--- src/rtl/controle_partida_cl.sv ---
// Round/score controller for the chess-lab game: N players take turns guessing ROM target squares.
// A rising temJogada edge produces acertou/errou two cycles later; terminar overrides every transition outside INICIAL/FIM.
module controle_partida_cl #(
    parameter int N_BITS      = 3,
    parameter int N_JOGADORES = 2,
    parameter int PONTOS_BITS = 4,
    parameter int ADDR_BITS   = 4,
    parameter int MAX_RODADAS = 16,
    parameter int TIMEOUT     = 30000
) (
    input  logic                                 clock,
    input  logic                                 reset,
    input  logic                                 iniciar,
    input  logic                                 terminar,
    input  logic                                 temJogada,
    input  logic [N_BITS-1:0]                    jogadaFileira,
    input  logic [N_BITS-1:0]                    jogadaColuna,
    input  logic [N_BITS-1:0]                    alvo_linha,
    input  logic [N_BITS-1:0]                    alvo_coluna,
    output logic [ADDR_BITS-1:0]                 endereco_alvo,
    output logic [N_JOGADORES*PONTOS_BITS-1:0]   pontos,
    output logic [2:0]                           jogador_atual,
    output logic                                 acertou,
    output logic                                 errou,
    output logic                                 timeout,
    output logic                                 pronto,
    output logic [N_BITS-1:0]                    linhaEsperada,
    output logic [N_BITS-1:0]                    colunaEsperada,
    output logic [3:0]                           db_estado
);

    typedef enum logic [3:0] {
        INICIAL = 4'd0,
        BUSCA   = 4'd1,
        CARREGA = 4'd2,
        ESPERA  = 4'd3,
        COMPARA = 4'd4,
        ACERTO  = 4'd5,
        ERRO    = 4'd6,
        PROXIMO = 4'd7,
        FIM     = 4'd15
    } estado_t;

    localparam int TW = $clog2(TIMEOUT) + 1;
    localparam int RW = ADDR_BITS + 1;
    localparam logic [TW-1:0]          TIMER_MAX  = TW'(TIMEOUT - 1);
    localparam logic [TW-1:0]          TIMER_UM   = TW'(1);
    localparam logic [RW-1:0]          RODADA_FIM = RW'(MAX_RODADAS);
    localparam logic [RW-1:0]          RODADA_UM  = RW'(1);
    localparam logic [2:0]             ULTIMO     = 3'(N_JOGADORES - 1);
    localparam logic [PONTOS_BITS-1:0] PONTO_MAX  = '1;
    localparam logic [PONTOS_BITS-1:0] PONTO_UM   = PONTOS_BITS'(1);

    estado_t                            r_estado;
    estado_t                            w_prox_estado;
    logic                               r_tem_ant;
    logic                               r_por_timeout;
    logic [TW-1:0]                      r_timer;
    logic [RW-1:0]                      r_rodada;
    logic [2:0]                         r_jogador;
    logic [N_JOGADORES*PONTOS_BITS-1:0] r_pontos;
    logic [N_BITS-1:0]                  r_esp_linha;
    logic [N_BITS-1:0]                  r_esp_coluna;
    logic [N_BITS-1:0]                  r_jog_linha;
    logic [N_BITS-1:0]                  r_jog_coluna;

    logic                               w_borda;
    logic                               w_expirou;
    logic                               w_forca_fim;
    logic                               w_novo_jogo;
    logic                               w_acerto;
    logic [RW-1:0]                      w_rodada_prox;

    // The edge detector runs in every state, so a strobe that rises outside ESPERA is consumed there.
    assign w_borda       = temJogada & ~r_tem_ant;
    assign w_expirou     = (r_timer == TIMER_MAX);
    assign w_forca_fim   = terminar && (r_estado != INICIAL) && (r_estado != FIM);
    assign w_novo_jogo   = iniciar && ((r_estado == INICIAL) || (r_estado == FIM));
    assign w_acerto      = (r_jog_linha == r_esp_linha) && (r_jog_coluna == r_esp_coluna);
    assign w_rodada_prox = r_rodada + RODADA_UM;

    always_ff @(posedge clock or posedge reset) begin
        if (reset) begin
            r_estado <= INICIAL;
        end else begin
            r_estado <= w_prox_estado;
        end
    end

    always_comb begin
        w_prox_estado = r_estado;
        case (r_estado)
            INICIAL: if (iniciar) w_prox_estado = BUSCA;
            BUSCA:   w_prox_estado = CARREGA;
            CARREGA: w_prox_estado = ESPERA;
            ESPERA: begin
                if (w_borda) begin
                    w_prox_estado = COMPARA;
                end else if (w_expirou) begin
                    w_prox_estado = ERRO;
                end
            end
            COMPARA: w_prox_estado = w_acerto ? ACERTO : ERRO;
            ACERTO:  w_prox_estado = PROXIMO;
            ERRO:    w_prox_estado = PROXIMO;
            PROXIMO: w_prox_estado = (w_rodada_prox == RODADA_FIM) ? FIM : BUSCA;
            FIM:     if (iniciar) w_prox_estado = BUSCA;
            default: w_prox_estado = INICIAL;
        endcase
        if (w_forca_fim) begin
            w_prox_estado = FIM;
        end
    end

    always_ff @(posedge clock or posedge reset) begin
        if (reset) begin
            r_tem_ant     <= 1'b0;
            r_por_timeout <= 1'b0;
            r_timer       <= '0;
            r_rodada      <= '0;
            r_jogador     <= '0;
            r_pontos      <= '0;
            r_esp_linha   <= '0;
            r_esp_coluna  <= '0;
            r_jog_linha   <= '0;
            r_jog_coluna  <= '0;
        end else begin
            r_tem_ant     <= temJogada;
            r_por_timeout <= (r_estado == ESPERA) && w_expirou && !w_borda;
            if (w_novo_jogo) begin
                r_pontos  <= '0;
                r_rodada  <= '0;
                r_jogador <= '0;
            end else if (!w_forca_fim) begin
                // Gating on terminar is what drops an ACERTO increment that coincides with it.
                case (r_estado)
                    CARREGA: begin
                        r_esp_linha  <= alvo_linha;
                        r_esp_coluna <= alvo_coluna;
                        r_timer      <= '0;
                    end
                    ESPERA: begin
                        r_timer <= r_timer + TIMER_UM;
                        if (w_borda) begin
                            r_jog_linha  <= jogadaFileira;
                            r_jog_coluna <= jogadaColuna;
                        end
                    end
                    ACERTO: begin
                        for (int k = 0; k < N_JOGADORES; k++) begin
                            if ((r_jogador == 3'(k)) &&
                                (r_pontos[k*PONTOS_BITS +: PONTOS_BITS] != PONTO_MAX)) begin
                                r_pontos[k*PONTOS_BITS +: PONTOS_BITS] <=
                                    r_pontos[k*PONTOS_BITS +: PONTOS_BITS] + PONTO_UM;
                            end
                        end
                    end
                    PROXIMO: begin
                        r_rodada  <= w_rodada_prox;
                        r_jogador <= (r_jogador == ULTIMO) ? 3'd0 : r_jogador + 3'd1;
                    end
                    default: ;
                endcase
            end
        end
    end

    always_comb begin
        acertou = 1'b0;
        errou   = 1'b0;
        timeout = 1'b0;
        pronto  = 1'b0;
        case (r_estado)
            ACERTO: acertou = 1'b1;
            ERRO: begin
                errou   = 1'b1;
                timeout = r_por_timeout;
            end
            FIM:    pronto = 1'b1;
            default: ;
        endcase
    end

    assign endereco_alvo  = r_rodada[ADDR_BITS-1:0];
    assign pontos         = r_pontos;
    assign jogador_atual  = r_jogador;
    assign linhaEsperada  = r_esp_linha;
    assign colunaEsperada = r_esp_coluna;
    assign db_estado      = r_estado;

endmodule

--- config.mk ---
export PLATFORM = sky130hd
export DESIGN_NAME = controle_partida_cl
export DESIGN_NICKNAME = d
export VERILOG_FILES = /design/src/rtl/controle_partida_cl.sv
export SDC_FILE = /design/constraint.sdc
export NUM_CORES = 1
export LEC_CHECK = 0
export ABC_AREA = 1
export CORE_MARGIN = 1
export CORE_UTILIZATION = 49
export CTS_CLUSTER_SIZE = 14
export DETAILED_ROUTE_END_ITERATION = 10
export GPL_TIMING_DRIVEN = 0
export PLACE_DENSITY = 0.72
export SETUP_SLACK_MARGIN = 0.2
export SYNTH_ARGS = -nofsm -noshare
export SYNTH_HDL_FRONTEND = slang
export SYNTH_SLANG_ARGS = --single-unit
--- constraint.sdc ---
create_clock -name clock -period 1.6 [get_ports clock]
set_input_delay 0.4 -clock clock [delete_from_list [all_inputs] [get_ports clock]]
set_output_delay 0.4 -clock clock [all_outputs]
set_load 0.02 [all_outputs]
Yosys cells after proc, flatten, opt, wreduce, memory -nomap -nowiden
Cells that the tools add are included.
{ "totals": {"elab_cells": 91, "inputBits": 17, "output_inout_bits": 29, "regBits": 50} }
{ "classes": {"eq_ne": 19, "mux": 24, "reduce_logical": 27, "add_sub_neg": 5, "bitwise": 4} }
{ "op_table": {"columns": ["op", "n"], "rows": [
  ["$pmux W16 S2", 1],
  ["$mux W4", 7],
  ["$pmux W4 S7", 1],
  ["$mux W8", 3],
  ["$add A16 B1 Y16 const B", 1],
  ["$eq A16 B15 Y1 const B", 1],
  ["$eq A4 B3 Y1 const B", 4],
  ["$ne A4 B4 Y1 const B", 4],
  ["$mux W5", 3],
  ["$mux W3", 4],
  ["$reduce_and A3 Y1", 4],
  ["$reduce_bool A2 Y1", 5],
  ["$add A4 B1 Y4 const B", 2],
  ["$eq A4 B2 Y1 const B", 2],
  ["$logic_and A1 B1 Y1", 8],
  ["$eq A3 B3 Y1", 2],
  ["$add A5 B1 Y5 const B", 1],
  ["$eq A5 B5 Y1 const B", 1],
  ["$eq A4 B1 Y1 const B", 1],
  ["$eq A4 B4 Y1 const B", 1],
  ["$logic_not A4 Y1", 1],
  ["$mux W1", 4],
  ["$reduce_and A2 Y1", 2],
  ["$reduce_and A4 Y1", 1],
  ["12 further kinds", 15]
]} }

Depth between registers and ports, before layout
Gate-level depths: netlist of run 1.
{ "depth": {"word_depth": 6, "depth_mapped": 10, "mapped_depth_nobuf": 10} }

Least setup slack after synthesis of run 1
OpenSTA, ideal clock, no wires.
{ "synth_timing": {"kind": "register to output", "start": "reg r_estado[2], in the netlist db_estado[2]", "end": "out timeout", "required_time_ns": 1.200, "setup_slack_ns": -0.494, "stages_incl_launch_ff": 6, "arrival_time_ns": 1.694, "cell_sequence": "dfrtp_1 > inv_1 > nor2_2 > inv_1 > nor3_1 > and2_1"} }
{ "synth_via": {"elab_chain_cells": 2} }
{ "synth_lines": {"columns": ["element", "line_no", "text"], "rows": [
  ["start: declaration", "54", "estado_t r_estado;"],
  ["start signal: assignment", "86", "r_estado <= w_prox_estado;"],
  ["$eq A4 B3 Y1", "173", "case (r_estado)"],
  ["$mux W1", "173", null],
  ["end: declaration", "25", "output logic timeout,"]
]} }
No other way between the ends.

Worst setup path after layout of run 1
{ "layout_timing": {"start": "reg r_estado[3], in the netlist db_estado[3]", "end": "out timeout"} }
The elaborated chain is that of the path after synthesis.

==> metrics.log, run 1 <==
INFO  metric grt_setup_unrepaired = true
INFO  metric clkLatencyLatePin = 0.31 ns
INFO  metric initial_core_util = 50.9%
INFO  metric hold_viol_final = 0
INFO  metric first_pass_iters = 5
INFO  metric finalWorstPathRequiredPeriod = 1.88 ns
INFO  metric die-width = 80.4 µm
INFO  metric antenna_cells = 0
INFO  metric postRouteWirelength = 10700 µm
INFO  metric post_synth_mux_area_share = 0%
INFO  metric layout.cells.most_common_list = nand2_1, buf_4, dfrtp_1, inv_1, nor2_1
INFO  metric core_area = 5920 µm²
INFO  metric cts_made_buffers = 5
INFO  metric die_area = 6470 µm²
INFO  metric cts_root_buffer = clkbuf_8
INFO  metric mostFrequentLayoutCell = nand2_1
INFO  metric actual_slew_at_the_worst_max_slew_pin = 0.613 ns
INFO  metric final_cell_area = 4720 µm²
INFO  metric compound_cell_area_share_of_the_yosys_netlist = 8.30%
INFO  metric power.density = 1580 nW/µm²
INFO  metric tritoncts_num_sinks = 50
INFO  metric netSwitchingFraction = 45.5%
INFO  metric grt_start_max_net_pins = 26
INFO  metric post_route_clock_period_utilization = 118%
INFO  metric r2r.worst_path.cells = 10
INFO  metric total_gr_overflow = 0
INFO  metric worst_ir_drop_vdd = 0.00106 V
INFO  metric synth_top_family_by_area = simple AND/OR/NAND/NOR gates
INFO  metric antenna_violating_nets_post_route = 0
INFO  metric via_count = 3366
INFO  metric yosys_warnings = 0
INFO  metric synth_fp_nets = 419
INFO  metric p_comb_share = 63.5%
INFO  metric critical_path_startpoint_category = register
INFO  metric post_syn_area_per_cell = 7.57 µm²
INFO  metric routed_wire_length_per_instance = 18.1 µm
INFO  metric timing.rr.start = db_estado[1]
INFO  metric pwr-share-clk = 10.0%
INFO  metric finalSetupViolCount = 53
INFO  metric hold_path_depth = 2
INFO  metric kind_of_critical_path = register to output port
INFO  metric finalWeightedCongestion = 0.844
INFO  metric nNetsFinal = 538
INFO  metric critPathCaptureType = output port
INFO  metric cts_tree = yes
INFO  metric max-cap-violations = 0
INFO  metric clk_transition_reported_paths = 0.10 ns
INFO  metric yosysSeqAreaShare = 41.5%
INFO  metric antenna_found_initial = 0
INFO  metric post_synth_fa_ha_maj_area_fraction = 1.66%
INFO  metric ys_async_sr_fraction = 100%
INFO  metric post_route_cells_drive_above_1_share = 44.3%
INFO  metric setup.reg_to_reg.worst_slack = -0.25 ns
INFO  metric synthesis.area = 3010 µm²
INFO  metric worstPathArrival = 1.48 ns
INFO  metric slew_viol_final = 0
INFO  metric first_global_vias = 2838
INFO  metric clock_path_buffers = 2
INFO  metric worstHoldPathType = register to register
INFO  metric synth_enable_flop_cells = 0
INFO  metric synthToLayoutAreaGrowth = 56.7%
INFO  metric worst_slew_margin_rel = 59.0%
INFO  metric final.setup_skew = 0.00900 ns
INFO  metric failed_checks = setup timing
INFO  metric finalCoreUtilization = 79.8%
INFO  metric clock_tree.htree_level_count = 2
INFO  metric synth_cells = 398
INFO  metric post_drt_via_cell_ratio = 5.69
INFO  metric placementRows = 28
INFO  metric cell_internal_pwr = 4080 µW
INFO  metric synth-xor-area-share = 2.91%
INFO  metric crit_path_max_fanout = 4
INFO  metric grt_util_all_layers = 27.7%
INFO  metric buffer_ports.inserted = 45
INFO  metric detail_route.iter0.violations = 235
INFO  metric power_leakage = 0.00226 µW
INFO  metric reg2reg_to = pontos[2]
INFO  metric die_y = 80.4 µm
INFO  metric grt_pass1_wl = 13700 µm
INFO  metric power_switching = 3400 µW
INFO  metric detailedPlacementHpwl = 4870 µm
INFO  metric fin_tns_setup = -7.77 ns
INFO  metric synth-seq-cells = 50
INFO  metric postSynth.topFlopCell = dfrtp_1
INFO  metric drt_drc_violations_left = 0
INFO  metric post_dp_cell_area = 3640 µm²
INFO  metric result_of_the_run = complete, but fails checks
INFO  metric worst-endpoint-required = 1.20 ns
INFO  metric worst_slack = -0.284 ns
INFO  metric hold_end = r_jog_coluna[2]
INFO  metric synth_simple_gate_area_share = 36.4%
INFO  metric min-delay-start = r_jog_coluna[2]
INFO  metric max_freq = 531 MHz
INFO  metric pwr-share-seq = 26.4%
INFO  metric ios = 46
INFO  metric synth_cell_type_count = 31
stage by stage:
stage	instances	setup WS [ns]	total power (µW)	hold slack (ns)
finish	592	-0.284	7480	0.529
global route	592	-0.311	7800	0.552
CTS	577	-0.179	6460	0.535
detailed placement	518	-0.508	4710	0.513
global placement	518	-0.491	4640	0.495
floorplan	398	-0.0709	3790	0.431
critical path, cell delays in order, from the launching register on:
cell and delay [ns]:
dfrtp_2 0.45, nor2_4 0.17, inv_2 0.08, nor3_4 0.18
and2_4 0.19, buf_6 0.11
cells in the mapped netlist, types with 3 or more instances:
cell | number | area share [%]
nand3_1 | 45 | 7.5
nor2_1 | 45 | 5.6
xor2_1 | 10 | 2.9
or2_2 | 4 | 0.83
nand2_2 | 3 | 0.62
o21ai_1 | 4 | 0.66
dfrtp_1 | 50 | 42
o21ai_2 | 6 | 1.7
nand2_4 | 3 | 1.1
buf_6 | 3 | 1.1
nand4_1 | 10 | 2.1
nand3_2 | 5 | 1.7
nand2_1 | 98 | 12
nor3_1 | 7 | 1.2
nor2_4 | 3 | 1.1
ha_1 | 4 | 1.7
buf_2 | 3 | 0.50
inv_1 | 49 | 6.1
o21ai_0 | 17 | 2.8
a21oi_1 | 12 | 2.0
buf_4 | 5 | 1.2
flip-flops by register name, summed over array words and instances, names as in the netlist:
| name | flops |
|---|---|
| jogador_atual | 3 |
| r_jog_linha | 3 |
| r_tem_ant | 1 |
| r_por_timeout | 1 |
| db_estado | 4 |
| r_timer | 16 |
| r_rodada | 5 |
| linhaEsperada | 3 |
| r_jog_coluna | 3 |
| colunaEsperada | 3 |
| pontos | 8 |
how the worst max path moves through the flow:
stage	cells past startpoint	from	end	slack, ns
floorplan	5	db_estado[2]	timeout	-0.07
global placement	6	db_estado[2]	timeout	-0.49
detailed placement	6	db_estado[2]	timeout	-0.51
CTS	4	db_estado[0]	timeout	-0.18
global route	5	db_estado[3]	timeout	-0.31
finish	5	db_estado[3]	timeout	-0.28
power by group through the flow:
| stage | clock network, µW | registers (µW) | logic [µW] |
|---|---|---|---|
| 6_report | 749 | 1980 | 4750 |
| 5_1_grt | 798 | 2000 | 5000 |
| 4_1_cts | 746 | 1930 | 3780 |
| 3_5_place_dp | 0 | 2070 | 2640 |
| 3_3_place_gp | 0 | 2060 | 2580 |
| 2_1_floorplan | 0 | 2220 | 1580 |
per-layer routing:
layer | share of wire, % | vias to the layer above | GRT usage [%]
met1 | 40 | 1656 | 34.4
met5 | 0 | - | 0
li1 | - | 1514 | -
met3 | 4.4 | 37 | 4.32
met2 | 52 | 159 | 48.5
met4 | 3.8 | 0 | 9.29
logic make-up after synthesis:
logic type / Yosys count
AND/OR/NAND/NOR: 229
XOR/XNOR: 10
flip-flops: 50
adder cells (fa/ha/maj): 4
buffers and inverters: 62
AO/OA/AOI/OAI: 43
final cells by class:
cell class / instances / area, µm²
Buffer: 11 / 129
Clock buffer: 5 / 68.8
Clock inverter: 2 / 15.0
Fill cell: 361 / 1200
Inverter: 51 / 223
Multi-Input combinational cell: 286 / 1870
Sequential cell: 50 / 1260
Tap cell: 75 / 93.8
Timing Repair Buffer: 111 / 1050
Timing Repair inverter: 1 / 7.51
repair_timing:
action,in CTS,in global routing
endpoints found under the setup margin,83,69
buffers inserted,48,14
gates resized for setup,172,101
pin swaps,18,24
cloned,4,1
hold buffers,0,0
Note: power is estimated with default switching activity, not from simulation.
==> run 2, diff against run 1 <==
- HOLD_SLACK_MARGIN: default -> 0.06
- SLEW_MARGIN: default -> 10
==> results of run 2 <==
The final DEF is identical to that of run 1; final timing and power are the same.
==> run 3, diff against run 2 <==
- GPL_ROUTABILITY_DRIVEN: default -> 0
==> results of run 3 <==
The final DEF is identical to that of run 1; final timing and power are the same.
